<file path="config.mk">
export PLATFORM = sky130hd
export DESIGN_NAME = flash_cmd_master
export DESIGN_NICKNAME = d
export VERILOG_FILES = /design/src/rtl/flashprog_pkg.sv /design/src/rtl/flash_rsp_timer.sv /design/src/rtl/flash_cmd_master.sv
export SDC_FILE = /design/constraint.sdc
export NUM_CORES = 1
export LEC_CHECK = 0
export CAP_MARGIN = 5
export CORE_MARGIN = 1
export CORE_UTILIZATION = 40
export CTS_CLUSTER_DIAMETER = 200
export DETAILED_ROUTE_END_ITERATION = 10
export HOLD_SLACK_MARGIN = 0.15
export SYNTH_ARGS = -nofsm -noshare
export SYNTH_HDL_FRONTEND = slang
export SYNTH_SLANG_ARGS = --single-unit
</file>
<file path="constraint.sdc">
create_clock -name clk -period 3.88 [get_ports clk]
set_input_delay 0.776 -clock clk [delete_from_list [all_inputs] [get_ports clk]]
set_output_delay 0.776 -clock clk [all_outputs]
set_load 0.1 [all_outputs]
</file>
<file path="src/rtl/flashprog_pkg.sv">
// Shared constants for the flashprog command protocol: opcode nibbles, ctrl words,
// request op codes, master FSM states and the command-byte selection function.
package flashprog_pkg;

   localparam logic [3:0] OPC_ADDR0  = 4'h0;
   localparam logic [3:0] OPC_ADDR1  = 4'h1;
   localparam logic [3:0] OPC_ADDR2  = 4'h2;
   localparam logic [3:0] OPC_ADDR3  = 4'h3;
   localparam logic [3:0] OPC_ADDR4  = 4'h4;
   localparam logic [3:0] OPC_ADDR5  = 4'h5;
   localparam logic [3:0] OPC_DATA0  = 4'h6;
   localparam logic [3:0] OPC_DATA1  = 4'h7;
   localparam logic [3:0] OPC_CTRL   = 4'h8;
   localparam logic [3:0] OPC_GETDAT = 4'h9;
   localparam logic [3:0] OPC_GETRDY = 4'hA;

   localparam logic [3:0] CTRL_IDLE = 4'hF;
   localparam logic [3:0] CTRL_WR   = 4'h5;
   localparam logic [3:0] CTRL_RD   = 4'h3;

   typedef enum logic [1:0] {
      OP_WRITE = 2'd0,
      OP_READ  = 2'd1,
      OP_POLL  = 2'd2,
      OP_CTRL  = 2'd3
   } req_op_t;

   typedef enum logic [2:0] {
      ST_IDLE     = 3'd0,
      ST_LOAD     = 3'd1,
      ST_SEND     = 3'd2,
      ST_STROBE   = 3'd3,
      ST_GAP      = 3'd4,
      ST_WAIT_RSP = 3'd5,
      ST_DONE     = 3'd6
   } state_t;

   function automatic logic [3:0] last_step(input req_op_t op);
      logic [3:0] n;
      n = 4'd0;
      case (op)
         OP_WRITE: n = 4'd9;
         OP_READ:  n = 4'd8;
         default:  n = 4'd0;
      endcase
      return n;
   endfunction

   function automatic logic [3:0] addr_nib(input logic [22:0] addr, input logic [3:0] step);
      logic [3:0] nib;
      nib = 4'h0;
      case (step)
         4'd0: nib = addr[3:0];
         4'd1: nib = addr[7:4];
         4'd2: nib = addr[11:8];
         4'd3: nib = addr[15:12];
         4'd4: nib = addr[19:16];
         4'd5: nib = {1'b0, addr[22:20]};
         default: nib = 4'h0;
      endcase
      return nib;
   endfunction

   function automatic logic [7:0] cmd_byte(input req_op_t op, input logic [3:0] step,
                                            input logic [22:0] addr, input logic [7:0] data,
                                            input logic [3:0] ctrl);
      logic [7:0] b;
      b = 8'h00;
      case (op)
         OP_WRITE: begin
            if (step < 4'd6)       b = {step, addr_nib(addr, step)};
            else if (step == 4'd6) b = {OPC_DATA0, data[3:0]};
            else if (step == 4'd7) b = {OPC_DATA1, data[7:4]};
            else if (step == 4'd8) b = {OPC_CTRL, CTRL_WR};
            else                   b = {OPC_CTRL, CTRL_IDLE};
         end
         OP_READ: begin
            if (step < 4'd6)       b = {step, addr_nib(addr, step)};
            else if (step == 4'd6) b = {OPC_CTRL, CTRL_RD};
            else if (step == 4'd7) b = {OPC_GETDAT, 4'h0};
            else                   b = {OPC_CTRL, CTRL_IDLE};
         end
         OP_POLL: b = {OPC_GETRDY, 4'h0};
         default: b = {OPC_CTRL, ctrl};
      endcase
      return b;
   endfunction

endpackage

</file>
<file path="src/rtl/flash_rsp_timer.sv">
// Reply timeout down-counter: clear loads LOAD, enable counts toward zero, expired at zero.
module flash_rsp_timer
   import flashprog_pkg::*;
#(
   parameter int              TO_W = 21,
   parameter logic [TO_W-1:0] LOAD = '0
) (
   input  logic clk,
   input  logic rst,
   input  logic clear,
   input  logic en,
   output logic expired
);

   logic [TO_W-1:0] cnt;

   always_ff @(posedge clk) begin
      if (rst)
         cnt <= '0;
      else if (clear)
         cnt <= LOAD;
      else if (en && (cnt != '0))
         cnt <= cnt - TO_W'(1);
   end

   assign expired = (cnt == '0);

endmodule

</file>
<file path="src/rtl/flash_cmd_master.sv">
// Command-byte initiator for the flashprog responder; optional address-nibble cache
// is enabled by defining FLASH_ADDR_CACHE_EN.
//
// state    | meaning
// IDLE     | req_ready high, waiting for a request
// LOAD     | request latched, step reset
// SEND     | waiting for tx_ready (or skipping a cached address nibble)
// STROBE   | tx_write pulse with the current command byte
// GAP      | one cycle for xmtbuf to drop ready
// WAIT_RSP | waiting for the reply byte or the timeout
// DONE     | rsp_valid pulse
module flash_cmd_master
   import flashprog_pkg::*;
#(
   parameter int RSP_TIMEOUT = 2000000,
   parameter int TO_W        = 21
) (
   input  logic        clk,
   input  logic        rst,
   input  logic        req_valid,
   output logic        req_ready,
   input  logic [1:0]  req_op,
   input  logic [22:0] req_addr,
   input  logic [7:0]  req_data,
   input  logic [3:0]  req_ctrl,
   output logic        rsp_valid,
   output logic [7:0]  rsp_data,
   output logic        rsp_err,
   output logic        tx_write,
   input  logic        tx_ready,
   output logic [7:0]  tx_data,
   output logic        rx_read,
   input  logic        rx_ready,
   input  logic [7:0]  rx_data
);

   state_t      state, state_nx;
   req_op_t     op_q;
   logic [22:0] addr_q;
   logic [7:0]  data_q;
   logic [3:0]  ctrl_q;
   logic [3:0]  step_q;
   logic [7:0]  reply_q;
   logic [7:0]  rsp_data_q;
   logic        rsp_err_q;
   logic        drain_q;
   logic [7:0]  cur_byte;
   logic        is_query, is_last, skip, take, to_hit, expired;

   assign cur_byte = cmd_byte(op_q, step_q, addr_q, data_q, ctrl_q);
   assign is_query = (cur_byte[7:4] == OPC_GETDAT) || (cur_byte[7:4] == OPC_GETRDY);
   assign is_last  = (step_q == last_step(op_q));
   // a byte already being drained is never mistaken for the reply
   assign take     = (state == ST_WAIT_RSP) && rx_ready && !drain_q;
   assign to_hit   = (state == ST_WAIT_RSP) && !take && expired;

   // loaded two short so DONE lands exactly RSP_TIMEOUT cycles after the query strobe
   flash_rsp_timer #(
      .TO_W (TO_W),
      .LOAD (TO_W'(RSP_TIMEOUT - 2))
   ) u_timer (
      .clk     (clk),
      .rst     (rst),
      .clear   (state == ST_STROBE),
      .en      ((state == ST_GAP) || (state == ST_WAIT_RSP)),
      .expired (expired)
   );

`ifdef FLASH_ADDR_CACHE_EN
   logic [23:0] shadow_q;
   logic [5:0]  sh_valid_q;
   logic        addr_step;

   assign addr_step = ((op_q == OP_WRITE) || (op_q == OP_READ)) && (step_q < 4'd6);
   assign skip      = addr_step && sh_valid_q[step_q[2:0]] &&
                      (shadow_q[{step_q[2:0], 2'b00} +: 4] == cur_byte[3:0]);

   always_ff @(posedge clk) begin
      if (rst) begin
         shadow_q   <= '0;
         sh_valid_q <= '0;
      end else if (to_hit) begin
         sh_valid_q <= '0;
      end else if ((state == ST_STROBE) && addr_step) begin
         shadow_q[{step_q[2:0], 2'b00} +: 4] <= cur_byte[3:0];
         sh_valid_q[step_q[2:0]]             <= 1'b1;
      end
   end
`else
   assign skip = 1'b0;
`endif

   always_comb begin
      state_nx = state;
      case (state)
         ST_IDLE:     if (req_valid) state_nx = ST_LOAD;
         ST_LOAD:     state_nx = ST_SEND;
         ST_SEND:     if (!skip && tx_ready) state_nx = ST_STROBE;
         ST_STROBE:   state_nx = ST_GAP;
         ST_GAP: begin
            if (is_query)     state_nx = ST_WAIT_RSP;
            else if (is_last) state_nx = ST_DONE;
            else              state_nx = ST_SEND;
         end
         ST_WAIT_RSP: begin
            if (take)         state_nx = is_last ? ST_DONE : ST_SEND;
            else if (expired) state_nx = ST_DONE;
         end
         ST_DONE:     state_nx = ST_IDLE;
         default:     state_nx = ST_IDLE;
      endcase
   end

   always_ff @(posedge clk) begin
      if (rst) begin
         state      <= ST_IDLE;
         op_q       <= OP_WRITE;
         addr_q     <= '0;
         data_q     <= '0;
         ctrl_q     <= '0;
         step_q     <= '0;
         reply_q    <= '0;
         rsp_data_q <= '0;
         rsp_err_q  <= 1'b0;
         drain_q    <= 1'b0;
      end else begin
         state   <= state_nx;
         drain_q <= rx_ready && !rx_read && (state != ST_WAIT_RSP);
         if ((state == ST_IDLE) && req_valid) begin
            op_q   <= req_op_t'(req_op);
            addr_q <= req_addr;
            data_q <= req_data;
            ctrl_q <= req_ctrl;
         end
         if (state == ST_LOAD) begin
            step_q  <= '0;
            reply_q <= '0;
         end
         if (((state == ST_SEND) && skip) ||
             ((state == ST_GAP) && !is_query && !is_last) ||
             (take && !is_last))
            step_q <= step_q + 4'd1;
         if (take)
            reply_q <= rx_data;
         if ((state != ST_DONE) && (state_nx == ST_DONE)) begin
            rsp_data_q <= to_hit ? 8'h00 : (take ? rx_data : reply_q);
            rsp_err_q  <= to_hit;
         end
      end
   end

   assign req_ready = (state == ST_IDLE);
   assign tx_write  = (state == ST_STROBE);
   assign tx_data   = tx_write ? cur_byte : 8'h00;
   assign rx_read   = drain_q || take;
   assign rsp_valid = (state == ST_DONE);
   assign rsp_data  = rsp_data_q;
   assign rsp_err   = rsp_err_q;

endmodule

</file>
## After elaboration in Yosys (flattened, before gate mapping)

Index checks and enable logic that the tools add are counted.

- Logic and storage cells: 93
- Flip-flop bits (word level): 83
- Memories: 0
- Bits in latches: 0
- Bits in read-only memories: 0
- Input bits: 50
- Memory bits (writable): 0

- Magnitude comparators: 1
- Multipliers: 0
- Equal/unequal tests: 22
- Shift-type cells: 0
- $add $sub $neg: 2
- Bitwise operators: 0
- Div/mod/pow operators: 0
- Reduce and logical (&&, ||, !) cells: 30
- Mux-type cells: 26

Operator list:

| operator | count |
|---|---|
| $mux W8 | 9 |
| $mux W21 | 2 |
| $pmux W4 S6 | 1 |
| $pmux W8 S3 | 1 |
| $logic_not A21 Y1 | 1 |
| $reduce_bool A21 Y1 | 1 |
| $sub A21 B1 Y21 const B | 1 |
| $mux W3 | 6 |
| $pmux W3 S6 | 1 |
| $eq A4 B3 Y1 const B | 4 |
| $eq A3 B3 Y1 const B | 4 |
| $eq A4 B4 Y1 const B | 3 |
| $logic_and A1 B1 Y1 | 12 |
| $mux W4 | 3 |
| $mux W5 | 2 |
| $eq A4 B2 Y1 const B | 2 |
| $pmux W4 S2 | 1 |
| $eq A3 B2 Y1 const B | 2 |
| $ne A3 B3 Y1 const B | 2 |
| $reduce_bool A2 Y1 | 3 |
| $logic_not A1 Y1 | 5 |
| $add A4 B1 Y4 const B | 1 |
| $eq A4 B1 Y1 const B | 1 |
| $eq A4 B4 Y1 | 1 |
| 9 further kinds | 12 |

## Logic depth before layout (Yosys ltp)

Gate-level depths: netlist (run 1).

- Word-level depth: 13
- Depth in mapped cells: 9
- Gate-level depth less buffers: 7

## Modules after synthesis

A second synthesis (run 1) with hierarchy kept.

- Cell total of the unflattened synthesis: 523
- Area, all modules: 4,210.3 µm²

By module, submodules not included:

| module | seq. area each (µm²) | area each (µm²) | times used | cells each |
|---|---|---|---|---|
| flash_cmd_master | 1,241.2 | 3,031.7 | 1 | 383 |
| flash_rsp_timer | 420.4 | 1,178.6 | 1 | 140 |

## Worst setup path after synthesis (run 1)

No wires, ideal clock.

- Path type: reg-to-output
- From: register step_q[1]
- To: output tx_data[1]
- Arrival: 3.741 ns
- Buffers on the path: 2
- Path slack: -0.637 ns
- Data required time: 3.104 ns
- Stages on the path, launching flop included: 9
- Cell sequence: dfxtp_1 -> clkbuf_1 -> inv_1 -> ha_1 -> clkbuf_1 -> nand3b_1 -> o2bb2ai_1 -> nand2_1 -> a221oi_1

- Word-level cells in the longest chain between the ends: 7
- Elaborated cells on any way between the ends: 20

Ends and longest elaborated chain:

| what | line | source |
|---|---|---|
| from (decl) | flash_cmd_master.sv:42 | `logic [3:0] step_q;` |
| from (signal assigned) | flash_cmd_master.sv:142 | `step_q <= step_q + 4'd1;` |
| $eq A4 B4 Y1 | flashprog_pkg.sv:74 | `else if (step == 4'd8) b = {OPC_CTRL, CTRL_WR};` |
| $mux W4 | flashprog_pkg.sv:74 |  |
| $mux W8 | flashprog_pkg.sv:73 | `else if (step == 4'd7) b = {OPC_DATA1, data[7:4]};` |
| $mux W8 | flashprog_pkg.sv:72 | `else if (step == 4'd6) b = {OPC_DATA0, data[3:0]};` |
| $mux W8 | flashprog_pkg.sv:71 | `if (step < 4'd6) b = {step, addr_nib(addr, step)};` |
| $pmux W8 S3 * | flashprog_pkg.sv:69 | `case (op)` |
| $mux W8 * | flash_cmd_master.sv:154 | `assign tx_data = tx_write ? cur_byte : 8'h00;` |
| to (decl) | flash_cmd_master.sv:31 | `output logic [7:0] tx_data,` |

Every way passes the cells marked *; elsewhere a longest branch is shown, timed or not.

## Final worst setup path (run 1)

- From: register step_q[1]
- To: output tx_data[3]

The elaborated chain is that of the path after synthesis.

==> Implementation_results.wiki, run 1 <==
{| class="wikitable"
! Metric !! Value
|-
| Post-Synthesis Net Count || ~560
|-
| Wire length of the first global-routing pass || between 15 and 20 mm
|-
| Fin crit share || between 90% and 100%
|-
| Die Footprint || 10700 sq um
|-
| Timing startpoint of the critical path || step_q[1]
|-
| Clock-pin transition on the worst setup and hold timing paths || approximately 80 ps
|-
| Detail Placement HPWL || 7.00 mm
|-
| Die span in x || a little over 100 um
|-
| Type of element capturing the critical path || output port
|-
| Internal Pwr Total || around 0.0014 W
|-
| Per-instance average area after synthesis || roughly 8.1 sq um
|-
| Destination of the worst register-to-register timing path || rsp_data[7]
|-
| Actual transition at the worst max-transition pin || 1170 ps
|-
| Length in cells of the worst reg-to-reg path || 6
|-
| Total standard cell area after synthesis || a little over 4000 sq um
|-
| Post-synth EDFFs || 0
|-
| Crit path buf inv count || 1
|-
| Relative contribution of the clock network to total power || 37.5%
|-
| Cell with the largest stage delay on the worst path || dfxtp_1
|-
| Fraction of the yosys area taken by sequential cells || about 40%
|-
| Final-layout worst hold slack || 461 ps
|-
| Clock tree from TritonCTS || done
|-
| Final-layout setup total negative slack || 0 ps
|-
| Final layout net count || between 600 and 700
|-
| Length of the first detailed-routing pass in iterations || 4
|-
| Endpoints failing hold || 0
|-
| Maximum cell stage delay along the critical path || about 630 ps
|-
| Via-per-instance ratio || 5.37
|-
| Max-capacitance violation count || 0
|-
| Antenna-violating nets left || 0
|-
| R2R setup slack || ~1100 ps
|-
| Core box area || between 9000 and 10000 sq um
|-
| Crit path to || tx_data[3]
|-
| Clock root buffer || clkbuf_8
|-
| Total Routing Usage GR || approximately a fifth
|-
| Status || finished clean
|-
| CTS Buf Count || 9
|-
| FFs w/ async S/R, synth || 0%
|-
| Type of the worst setup path || reg2out
|-
| Effective utilization at floorplan || a little over two fifths
|-
| Die Y-Extent || 104 um
|-
| Share of total power in sequential cells || around 47%
|-
| Maximum buffer depth of the clock tree || 2
|-
| Cell count after synthesis || ~510
|-
| Type of the most critical hold path || reg2reg
|-
| # rows || 36
|-
| Post-CTS setup buffers || 0
|-
| Resize count post-CTS || 0
|-
| Synth cell types || a little over 60
|-
| Number of setup violations in the final report || 0
|-
| Worst slack after detailed placement || approximately 730 ps
|-
| Total power after layout || approximately 0.0020 W
|-
| Synthesis-to-layout area growth || 23.3%
|-
| Number of top-level design ports || roughly 70
|-
| Final Core Density || approximately half
|-
| Highest-count cells in the layout ignoring fill and taps || 86 x nand2_1, 83 x dfxtp_1, 66 x a21oi_1
|-
| Share of cells above drive strength 1 || between 10% and 20%
|-
| Switching portion of total power || ~27%
|-
| Via count || 3710
|-
| Detailed Route Iter0 Violations || approximately 160
|-
| Rel. slew slack || between 20% and 30%
|-
| Most common cell after layout, fill and taps aside || nand2_1
|-
| Number of warning messages in the yosys log || 0
|-
| Total DRC errors in the routed layout || 0
|-
| FF+latch count, synth || 83
|-
| Data arrival at the endpoint of the critical path || approximately 2800 ps
|-
| Initial antenna violation count || 0
|-
| Worst reg2reg startpoint || step_q[1]
|-
| Kind of cell adding the most delay to the critical path || compound AO/OA/AOI/OAI gates
|-
| Number of global-route vias before repair || approximately 3500
|-
| Cell breakdown of the critical path || ha_1 > nand2_1 > a31oi_1 > a211oi_1 > a2111o_1 > a21oi_2 > buf_4
|-
| Number of buffers added on ports || 70
|-
| Unrepaired setup endpoints after global routing || false
|-
| Part of the total power dissipated in combinational logic || roughly 15%
|-
| Dominant register cell in the synthesized netlist || dfxtp_1
|-
| Clock sink total || 83
|-
| Upper clock frequency limit || between 200 and 300 MHz
|-
| Setup clock skew after layout || about 11 ps
|-
| Number of logic stages on the critical path including buffering || 7
|-
| RePlAce Congestion || about 0.87
|-
| Final Slew Violations || 0
|-
| Clk Latency, worst-skew pair || ~350 ps
|-
| VDD IR-drop max || roughly 0.15 mV
|-
| Fin crit period || 3550 ps
|-
| Worst path required time || 3100 ps
|-
| Total length of routed wires || 9.95 mm
|-
| Remaining global-route overflow || 0
|-
| Wirelength per Cell || roughly 14 um
|-
| Maximum net fanout on the critical path || 14
|-
| Ratio of total power to cell area || slightly below 400 nW/um^2
|-
| Leakage || around 1.8 nW
|-
| Net switching power of the design || ~0.00053 W
|-
| Count of antenna diodes in the layout || 0
|-
| Post-cts hold buffer count || 0
|-
| Least setup slack across all paths after layout || between 300 and 400 ps
|-
| Sort of element at the start of the critical path || flip-flop
|-
| Total number of H-tree levels || 3
|-
| Maximum number of pins on one net before global-route repair || 45
|}
layout make-up:
cell class                 count  area (sq um)
multi-input combinational    380          2320
timing repair buffer          73           688
sequential                    83          1660
tap                          133           166
clock buffer                   9           124
fill                         979          4810
clock inverter                 6           115
inverter                       7          26.3
cells by family after synthesis:
kind of cell	synth area share, %
compound gates	20.5
xor+xnor	1.69
fa+ha+maj	1.82
buf+inv	4.18
flops	40.2
mux	5.36
simple gates	26.2
synthesized netlist by cell type, drive strengths merged (3+ instances only):
| library cell | n | area share (%) |
|---|---|---|
| nand2 | 86 | 7.8 |
| dfxtp | 83 | 40 |
| a21oi | 68 | 8.3 |
| nor2 | 35 | 3.2 |
| clkbuf | 31 | 2.8 |
| nand2b | 13 | 2.1 |
| nor2b | 13 | 2.0 |
| nor3 | 13 | 1.8 |
| mux2i | 12 | 2.9 |
| mux2 | 9 | 2.5 |
| or3 | 9 | 1.4 |
| a31oi | 8 | 1.2 |
| o31ai | 8 | 1.5 |
| buf | 7 | 0.73 |
| inv | 7 | 0.64 |
| o21ai | 7 | 0.85 |
| or4 | 7 | 1.5 |
| ha | 6 | 1.8 |
| nand3 | 6 | 0.85 |
| a211oi | 5 | 0.91 |
| a22o | 5 | 1.1 |
| a22oi | 5 | 0.91 |
| a31o | 5 | 1.1 |
| or2 | 5 | 0.76 |
| a221oi | 4 | 0.85 |
| and3 | 4 | 0.61 |
| nand3b | 4 | 0.73 |
| nor4 | 4 | 0.97 |
| xnor2 | 4 | 0.85 |
| xor2 | 4 | 0.85 |
| nor4bb | 3 | 0.73 |
| o21bai | 3 | 0.54 |
power groups by stage:
stage	combinational, W	sequential [W]	clock, W
global placement	0.000294	0.000952	0
global route	0.000332	0.000939	0.000803
CTS	0.000300	0.000932	0.000773
floorplan	0.000215	0.000930	0
finish	0.000298	0.000932	0.000739
detailed placement	0.000298	0.000952	0
how the worst min path moves through the flow:
stage / from / endpoint / slack (ps) / depth (start not counted)
2_1_floorplan: data_q[6] / data_q[6] / 440 / 2
3_3_place_gp: data_q[0] / data_q[0] / 450 / 2
3_5_place_dp: addr_q[1] / addr_q[1] / 450 / 2
4_1_cts: ctrl_q[2] / ctrl_q[2] / 460 / 2
5_1_grt: data_q[1] / data_q[1] / 490 / 2
6_report: ctrl_q[2] / ctrl_q[2] / 460 / 2
flip-flops by register name, indices dropped and copies added (netlist names):
signal and cells:
ctrl_q 4, step_q 4, rsp_err 1, state 3
op_q 2, rsp_data 8, data_q 8, drain_q 1
u_timer.cnt 21, reply_q 8, addr_q 23
metrics by stage:
stage	instances	cell area (sq um)
finish	691	5100
global route	691	5100
CTS	691	5100
detailed placement	676	4860
global placement	676	4860
floorplan	508	4150
layer usage:
metal | wire length [um] | global-route usage, %
met1 | 4850 | 25.7
met2 | 4670 | 30.7
met3 | 352 | 3.71
met4 | 85 | 6.84
met5 | 0 | 0
worst reg2reg max path: stages, from the launching register on:
cell and delay, ps:
dfxtp_1 630, ha_1 550, nand4b_1 250, o21a_1 210
a31oi_1 160, a21oi_2 500, mux2_2 400
Note: power is estimated with default switching activity, not from simulation.
==> run 2, diff against run 1 <==
- MAX_ROUTING_LAYER: unset -> met4
- REMOVE_ABC_BUFFERS: unset -> 1
==> run 2 against run 1 <==
Cell count is 0.43% higher. Wire length is 0.90% higher. Critical path depth stayed put. Die area stayed put. Sequential share of layout area stayed put. Global-route usage is 0.68 points higher. Clock-buffer cell count stayed put. Utilization stayed put. Largest cell class unchanged. Largest power group unchanged. Highest routed layer unchanged.
==> Implementation_results.wiki, run 2 (synthesized netlist as in run 1, its figures left out) <==
{| class="wikitable"
! Metric !! Value
|-
| VDD IR-drop max || 0.232 mV (+56%)
|-
| Actual transition at the worst max-transition pin || 969 ps (-201 ps)
|-
| Final-layout worst hold slack || 458 ps (-2.59 ps)
|-
| Wire length of the first global-routing pass || 16.9 mm (-0.77%)
|-
| Type of the most critical hold path || reg2reg
|-
| Reg with most FFs || addr_q
|-
| Max-capacitance violation count || 0 (unchanged)
|-
| Final layout net count || 612 (+0.33%)
|-
| Most common cell after layout, fill and taps aside || nand2_1
|-
| Clock-pin transition on the worst setup and hold timing paths || 80 ps (about the same)
|-
| Via count || 3721 (+0.30%)
|-
| Number of setup violations in the final report || 0 (unchanged)
|-
| Die Footprint || 10700 sq um (unchanged)
|-
| RePlAce Congestion || 0.824 (-4.9%)
|-
| Flip-flop count of the largest register, all copies and words added || 23 (unchanged)
|-
| Remaining global-route overflow || 0 (unchanged)
|-
| Total number of H-tree levels || 3 (unchanged)
|-
| Number of global-route vias before repair || 3519 (-0.057%)
|-
| Fin crit share || 93.2% (+1.7 points)
|-
| Number of top-level design ports || 71 (unchanged)
|-
| Core box area || 9910 sq um (unchanged)
|-
| Total DRC errors in the routed layout || 0 (unchanged)
|-
| Maximum net fanout on the critical path || 14 (unchanged)
|-
| # rows || 36 (unchanged)
|-
| Endpoints failing hold || 0 (unchanged)
|-
| Highest-count cells in the layout ignoring fill and taps || 86 x nand2_1, 83 x dfxtp_1, 67 x a21oi_1
|-
| Internal Pwr Total || 0.00132 W (-8.2%)
|-
| Worst path required time || 3100 ps (about the same)
|-
| Effective utilization at floorplan || 41.7% (unchanged)
|-
| Share of total power in sequential cells || 49.7% (+2.4 points)
|-
| Number of buffers added on ports || 70 (unchanged)
|-
| Length of the first detailed-routing pass in iterations || 4 (unchanged)
|-
| Area occupied by multi-input gates || 2310 sq um (-0.43%)
|-
| Count of antenna diodes in the layout || 0 (unchanged)
|-
| Initial antenna violation count || 0 (unchanged)
|-
| Upper clock frequency limit || 277 MHz (-1.8%)
|-
| Maximum number of pins on one net before global-route repair || 38 (-16%)
|-
| Part of the total power dissipated in combinational logic || 16.4% (+1.3 points)
|-
| # fillers || 986 (+0.72%)
|-
| Final Slew Violations || 0 (unchanged)
|-
| Sort of element at the start of the critical path || flip-flop
|-
| Cell with the largest stage delay on the worst path || dfxtp_1
|-
| Wirelength per Cell || 14.5 um (+0.47%)
|-
| Die Y-Extent || 104 um (unchanged)
|-
| Via-per-instance ratio || 5.36 (-0.14%)
|-
| Switching portion of total power || 29.5% (+2.6 points)
|-
| Maximum buffer depth of the clock tree || 2 (unchanged)
|-
| Post-cts hold buffer count || 0 (unchanged)
|-
| Total power after layout || 0.00188 W (-4.8%)
|-
| Detail Placement HPWL || 6.90 mm (-1.4%)
|-
| Die span in x || 104 um (unchanged)
|-
| Fin crit period || 3620 ps (+65.1 ps)
|-
| Clk Latency, worst-skew pair || 370 ps (+20 ps)
|-
| Rel. slew slack || 35.2% (+13 points)
|-
| Cell breakdown of the critical path || ha_1 > nand2_1 > a31oi_1 > a211oi_1 > a2111o_1 > a21oi_1 > buf_12
|-
| Synthesis-to-layout area growth || 23.3% (unchanged)
|-
| Largest regs || addr_q x23, u_timer.cnt x21
|-
| Post-CTS setup buffers || 0 (unchanged)
|-
| Leakage || 1.85 nW (+0.24%)
|-
| Status || finished clean
|-
| Register Area || 1660 sq um (unchanged)
|-
| Total Routing Usage GR || 19.8% (+0.68 points)
|-
| Length in cells of the worst reg-to-reg path || 6 (unchanged)
|-
| Type of element capturing the critical path || output port
|-
| Unrepaired setup endpoints after global routing || false
|-
| Clock tree from TritonCTS || done
|-
| Clock root buffer || clkbuf_8
|-
| Total length of routed wires || 10.0 mm (+0.90%)
|-
| Share of cells above drive strength 1 || 11.4% (+0.12 points)
|-
| Resize count post-CTS || 0 (unchanged)
|-
| Maximum cell stage delay along the critical path || 640 ps (about the same)
|-
| Ratio of total power to cell area || 368 nW/um^2 (-4.8%)
|-
| Relative contribution of the clock network to total power || 34.0% (-3.5 points)
|-
| Detailed Route Iter0 Violations || 152 (-3.8%)
|-
| Type of the worst setup path || reg2out
|-
| Net switching power of the design || 0.000553 W (+4.4%)
|-
| Setup clock skew after layout || 11.3 ps (+0.517 ps)
|-
| CTS Buf Count || 9 (unchanged)
|-
| Data arrival at the endpoint of the critical path || 2840 ps (+60 ps)
|-
| Clock sink total || 83 (unchanged)
|-
| Antenna-violating nets left || 0 (unchanged)
|-
| Number of stages on the worst hold path || 2 (unchanged)
|}
-- run 2: stage by stage --
| step | area (sq um) | std cells | setup WS [ps] | setup TNS, ps | utilization (%) |
|---|---|---|---|---|---|
| floorplan | 3990 | 470 | -477 | -15070 | - |
| global placement | 4870 | 677 | 720 | 0 | 49.1 |
| detailed placement | 4870 | 677 | 687 | 0 | 49.1 |
| CTS | 5070 | 693 | 260 | 0 | 51.2 |
| global route | 5100 | 694 | 86.8 | 0 | 51.4 |
| finish | 5100 | 694 | 264 | 0 | 51.4 |
-- run 2: cell type report --
type,instances,area share [%]
Clock buffer,9,2.43
Clock inverter,7,1.52
Multi-Input combinational cell,380,45.2
Timing Repair Buffer,75,14.4
Inverter,7,0.515
Sequential cell,83,32.6
Tap cell,133,3.26
-- run 2: power by group through the flow --
stage	combinational (W)	sequential [W]	clock (W)
finish	0.000307	0.000932	0.000637
global route	0.000341	0.000939	0.000687
CTS	0.000301	0.000931	0.000651
detailed placement	0.000299	0.000951	0
global placement	0.000295	0.000951	0
floorplan	0.000185	0.000939	0
-- run 2: final timing paths --
check	start	endpoint	slack, ps
setup / recovery	step_q[1]	tx_data[3]	260
hold reg to reg	addr_q[10]	addr_q[10]	460
hold / removal	addr_q[10]	addr_q[10]	460
setup reg to reg	step_q[1]	rsp_data[5]	1100
-- run 2: worst max-delay path, delay by kind of cell (launching register included) --
kind / cells / cell delay, ps
AO/OA/AOI/OAI: 4 / 950
buffers and inverters: 1 / 210
flip-flops: 1 / 640
AND/OR/NAND/NOR: 1 / 100
adder cells (fa/ha/maj): 1 / 560
-- run 2: per-layer routing --
metal  GRT usage, %  vias up  share of wire [%]
met2           29.6       74                 44
met5              -        -                  0
met4           9.29        0                2.2
met3           2.96       16                3.8
li1               -     1900                  -
met1           26.4     1731                 50
==> run 3, diff against run 2 <==
- ABC_AREA: unset -> 1
- CORE_UTILIZATION: 40 -> 31
==> run 3 against run 2 <==
Sequential share of layout area down 2.7 points. Hold slack better by 6.9 ps. Cell count up 27%. Maximum frequency up 15%. Synthesized area up 5.9%. Critical path type unchanged. Critical endpoint is now tx_data[0]. Largest power group is now the clock network.
==> Implementation_results.wiki, run 3 <==
{| class="wikitable"
! Metric !! Value
|-
| Count of antenna diodes in the layout || 0 (unchanged)
|-
| Effective utilization at floorplan || 31.7% (-10 points)
|-
| Setup clock skew after layout || 4.35 ps (-6.95 ps)
|-
| Min-Delay Endpoint || addr_q[9]
|-
| Max-capacitance violation count || 0 (unchanged)
|-
| Status || finished clean
|-
| VDD IR-drop max || 0.290 mV (+25%)
|-
| Number of stages on the worst hold path || 2 (unchanged)
|-
| Core box area || 13800 sq um (+40%)
|-
| Internal Pwr Total || 0.00172 W (+30%)
|-
| Net switching power of the design || 0.000675 W (+22%)
|-
| Highest-count cells in the layout ignoring fill and taps || 128 x nand2_1, 83 x dfxtp_1, 71 x nor2_1
|-
| Die span in x || 121 um (+17%)
|-
| Die Y-Extent || 121 um (+17%)
|-
| Post-synth EDFFs || 0 (unchanged)
|-
| Clock sink total || 83 (unchanged)
|-
| Maximum buffer depth of the clock tree || 2 (unchanged)
|-
| Flip-flop count of the largest register, all copies and words added || 23 (unchanged)
|-
| Switching portion of total power || 28.2% (-1.3 points)
|-
| Top cells by instance count after synthesis || 128 x nand2_1, 83 x dfxtp_1, 71 x nor2_1
|-
| Type of the worst setup path || reg2out
|-
| Detailed Route Iter0 Violations || 387 (+150%)
|-
| Share of total power in sequential cells || 39.3% (-10 points)
|-
| Antenna-violating nets left || 0 (unchanged)
|-
| Relative contribution of the clock network to total power || 41.1% (+7.1 points)
|-
| Post-synthesis cell type with the largest combined area || dfxtp_1
|-
| FF+latch count, synth || 83 (unchanged)
|-
| Min-Delay Startpoint || addr_q[9]
|-
| Number of warning messages in the yosys log || 0 (unchanged)
|-
| Sort of element at the start of the critical path || flip-flop
|-
| Most used standard cell by instance count after synthesis || nand2_1
|-
| Per-instance average area after synthesis || 6.95 sq um (-15%)
|-
| Remaining global-route overflow || 0 (unchanged)
|-
| Total DRC errors in the routed layout || 0 (unchanged)
|-
| Via count || 4328 (+16%)
|-
| Clock-pin transition on the worst setup and hold timing paths || 60 ps (-20 ps)
|-
| Area post-placement || 5210 sq um (+7.1%)
|-
| # rows || 43 (+19%)
|-
| Cell count after synthesis || 630 (+24%)
|-
| Final-layout setup total negative slack || 0 ps (unchanged)
|-
| Post-cts hold buffer count || 0 (unchanged)
|-
| Number of buffers added on ports || 70 (unchanged)
|-
| Top cell type's share of synthesized area || 37.9% (-2.2 points)
|-
| Type of element capturing the critical path || output port
|-
| Reg with most FFs || addr_q
|-
| Top area cells in the synthesized netlist || dfxtp_1 38%, nand2_1 11%, a21oi_1 7.7%, nor2_1 6.1%, inv_1 5.4%
|-
| Clock root buffer || clkbuf_16
|-
| Synthesis-to-layout area growth || 26.8%
|-
| Fin crit share || 80.9% (-12 points)
|-
| Part of the total power dissipated in combinational logic || 19.6% (+3.2 points)
|-
| Ratio of total power to cell area || 431 nW/um^2 (+17%)
|-
| Type of the most critical hold path || reg2reg
|-
| Via-per-instance ratio || 4.92 (-8.3%)
|-
| Data arrival at the endpoint of the critical path || 2360 ps (-480 ps)
|-
| Number of global-route vias before repair || 4114 (+17%)
|-
| Final Slew Violations || 0 (unchanged)
|-
| Length in cells of the worst reg-to-reg path || 12 (+6)
|-
| Post-CTS setup buffers || 0 (unchanged)
|-
| Final layout net count || 751 (+23%)
|-
| Unrepaired setup endpoints after global routing || false
|-
| Total Routing Usage GR || 17.5% (-2.4 points)
|-
| Worst slack after detailed placement || 1120 ps (+428 ps)
|-
| Dominant register cell in the synthesized netlist || dfxtp_1
|-
| Rel. slew slack || 33.7% (-1.5 points)
|-
| Maximum net fanout on the critical path || 10 (-4)
|-
| Initial antenna violation count || 0 (unchanged)
|-
| Largest regs || addr_q x23, u_timer.cnt x21
|-
| Total length of routed wires || 11.8 mm (+18%)
|-
| Actual transition at the worst max-transition pin || 991 ps (+21.9 ps)
|-
| CTS Buf Count || 9 (unchanged)
|-
| Worst reg2reg startpoint || u_timer.cnt[0]
|-
| Wire length of the first global-routing pass || 19.6 mm (+16%)
|-
| Number of setup violations in the final report || 0 (unchanged)
|-
| Total standard cell area after synthesis || 4380 sq um (+5.9%)
|-
| Worst path required time || 3100 ps (about the same)
|-
| Leakage || 2.34 nW (+27%)
|-
| Length of the first detailed-routing pass in iterations || 5 (+1)
|-
| Most common cell after layout, fill and taps aside || nand2_1
|-
| Fin crit period || 3140 ps (-479 ps)
|-
| Clk Latency, worst-skew pair || 330 ps (-40 ps)
|-
| # fillers || 1421 (+44%)
|-
| Fraction of the yosys area taken by sequential cells || 37.9% (-2.2 points)
|-
| Upper clock frequency limit || 319 MHz (+15%)
|-
| Resize count post-CTS || 0 (unchanged)
|-
| FFs w/ async S/R, synth || 0% (unchanged)
|-
| Wirelength per Cell || 13.5 um (-7.0%)
|-
| Maximum number of pins on one net before global-route repair || 56 (+47%)
|-
| Least setup slack across all paths after layout || 743 ps (+479 ps)
|-
| Non-Filler Cell Area, Final || 5560 sq um (+9.0%)
|-
| Total number of H-tree levels || 3 (unchanged)
|-
| Share of cells above drive strength 1 || 11.6% (+0.16 points)
|-
| Die Footprint || 14600 sq um (+36%)
|-
| Endpoints failing hold || 0 (unchanged)
|-
| R2R setup slack || 1620 ps (+520 ps)
|-
| Destination of the worst register-to-register timing path || u_timer.cnt[20]
|-
| Synth cell types || 40 (-34%)
|-
| Number of top-level design ports || 71 (unchanged)
|-
| Detail Placement HPWL || 8.64 mm (+25%)
|-
| RePlAce Congestion || 0.949 (+15%)
|-
| Clock tree from TritonCTS || done
|}
-- run 3: changes by cell type after synthesis, sizes merged, moves of 7 or more --
cell	previous run	this run
or4	7	0
o21ai	7	39
nand2	86	144
xor2	4	13
or3	9	0
mux2	9	0
nor2b	13	0
nand2b	13	0
nand3	6	50
clkbuf	31	14
nor2	35	82
mux2i	12	0
nand4	1	11
inv	7	73
-- run 3: worst max-delay path by stage --
stage                    from     endpoint  slack, ps  cells past startpoint
finish              step_q[2]   tx_data[0]        740                      9
CTS                 step_q[2]   tx_data[0]        810                      9
detailed placement   rx_ready  rsp_data[5]       1120                     10
global placement     rx_ready  rsp_data[5]       1180                     10
floorplan            state[0]   tx_data[6]       -890                      4
global route        step_q[2]   tx_data[0]        550                      9
-- run 3: per-stage QoR --
step | power [W] | cells | hold slack (ps) | util (%)
3_5_place_dp | 0.00143 | 864 | 455 | 37.7
3_3_place_gp | 0.00142 | 864 | 454 | 37.7
5_1_grt | 0.00251 | 880 | 488 | 40.2
6_report | 0.00239 | 880 | 465 | 40.2
4_1_cts | 0.00241 | 880 | 463 | 40.2
2_1_floorplan | 0.00127 | 608 | 427 | -
-- run 3: cells by family after synthesis --
logic type               after synthesis  share of synthesized area (%)
buffers and inverters                 96                           8.85
adder cells (fa/ha/maj)                6                           1.71
AND/OR/NAND/NOR                      297                           31.9
flip-flops                            83                           37.9
XOR/XNOR                              15                           3.00
AO/OA/AOI/OAI                        133                           16.6
-- run 3: worst max-delay path, cell delays in order (launching register included) --
cell and delay (ps):
dfxtp_1 590, inv_1 140, nor2_1 220, nand2_1 140, o22ai_1 150, nor2_1 80, nand2_1 90, nand3_1 80
a31oi_1 210, buf_4 320
-- run 3: power by group through the flow --
stage | clock network [W] | registers (W) | logic (W)
after global placement | 0 | 0.000958 | 0.000461
after CTS | 0.00100 | 0.000940 | 0.000471
after global routing | 0.00105 | 0.000946 | 0.000521
after floorplan | 0 | 0.000965 | 0.000301
final | 0.000984 | 0.000940 | 0.000470
after detailed placement | 0 | 0.000958 | 0.000467
-- run 3: layout make-up --
type	instances	area, sq um	area share (%)
multi-input cells	451	2330	42.0
flip-flops and latches	83	1660	29.9
repair buffers	76	716	12.9
inverters	74	280	5.04
clock buffers	11	243	4.37
well taps	180	225	4.05
clock inverters	5	100	1.80
-- run 3: layer usage --
layer	wire, um	vias to the layer above	global-route usage, %	part of all wire [%]
li1	-	2200	-	-
met1	5510	1974	21.6	47
met2	5450	135	28.5	46
met3	646	19	3.34	5.5
met4	241	0	5.86	2.0
met5	0	-	-	0
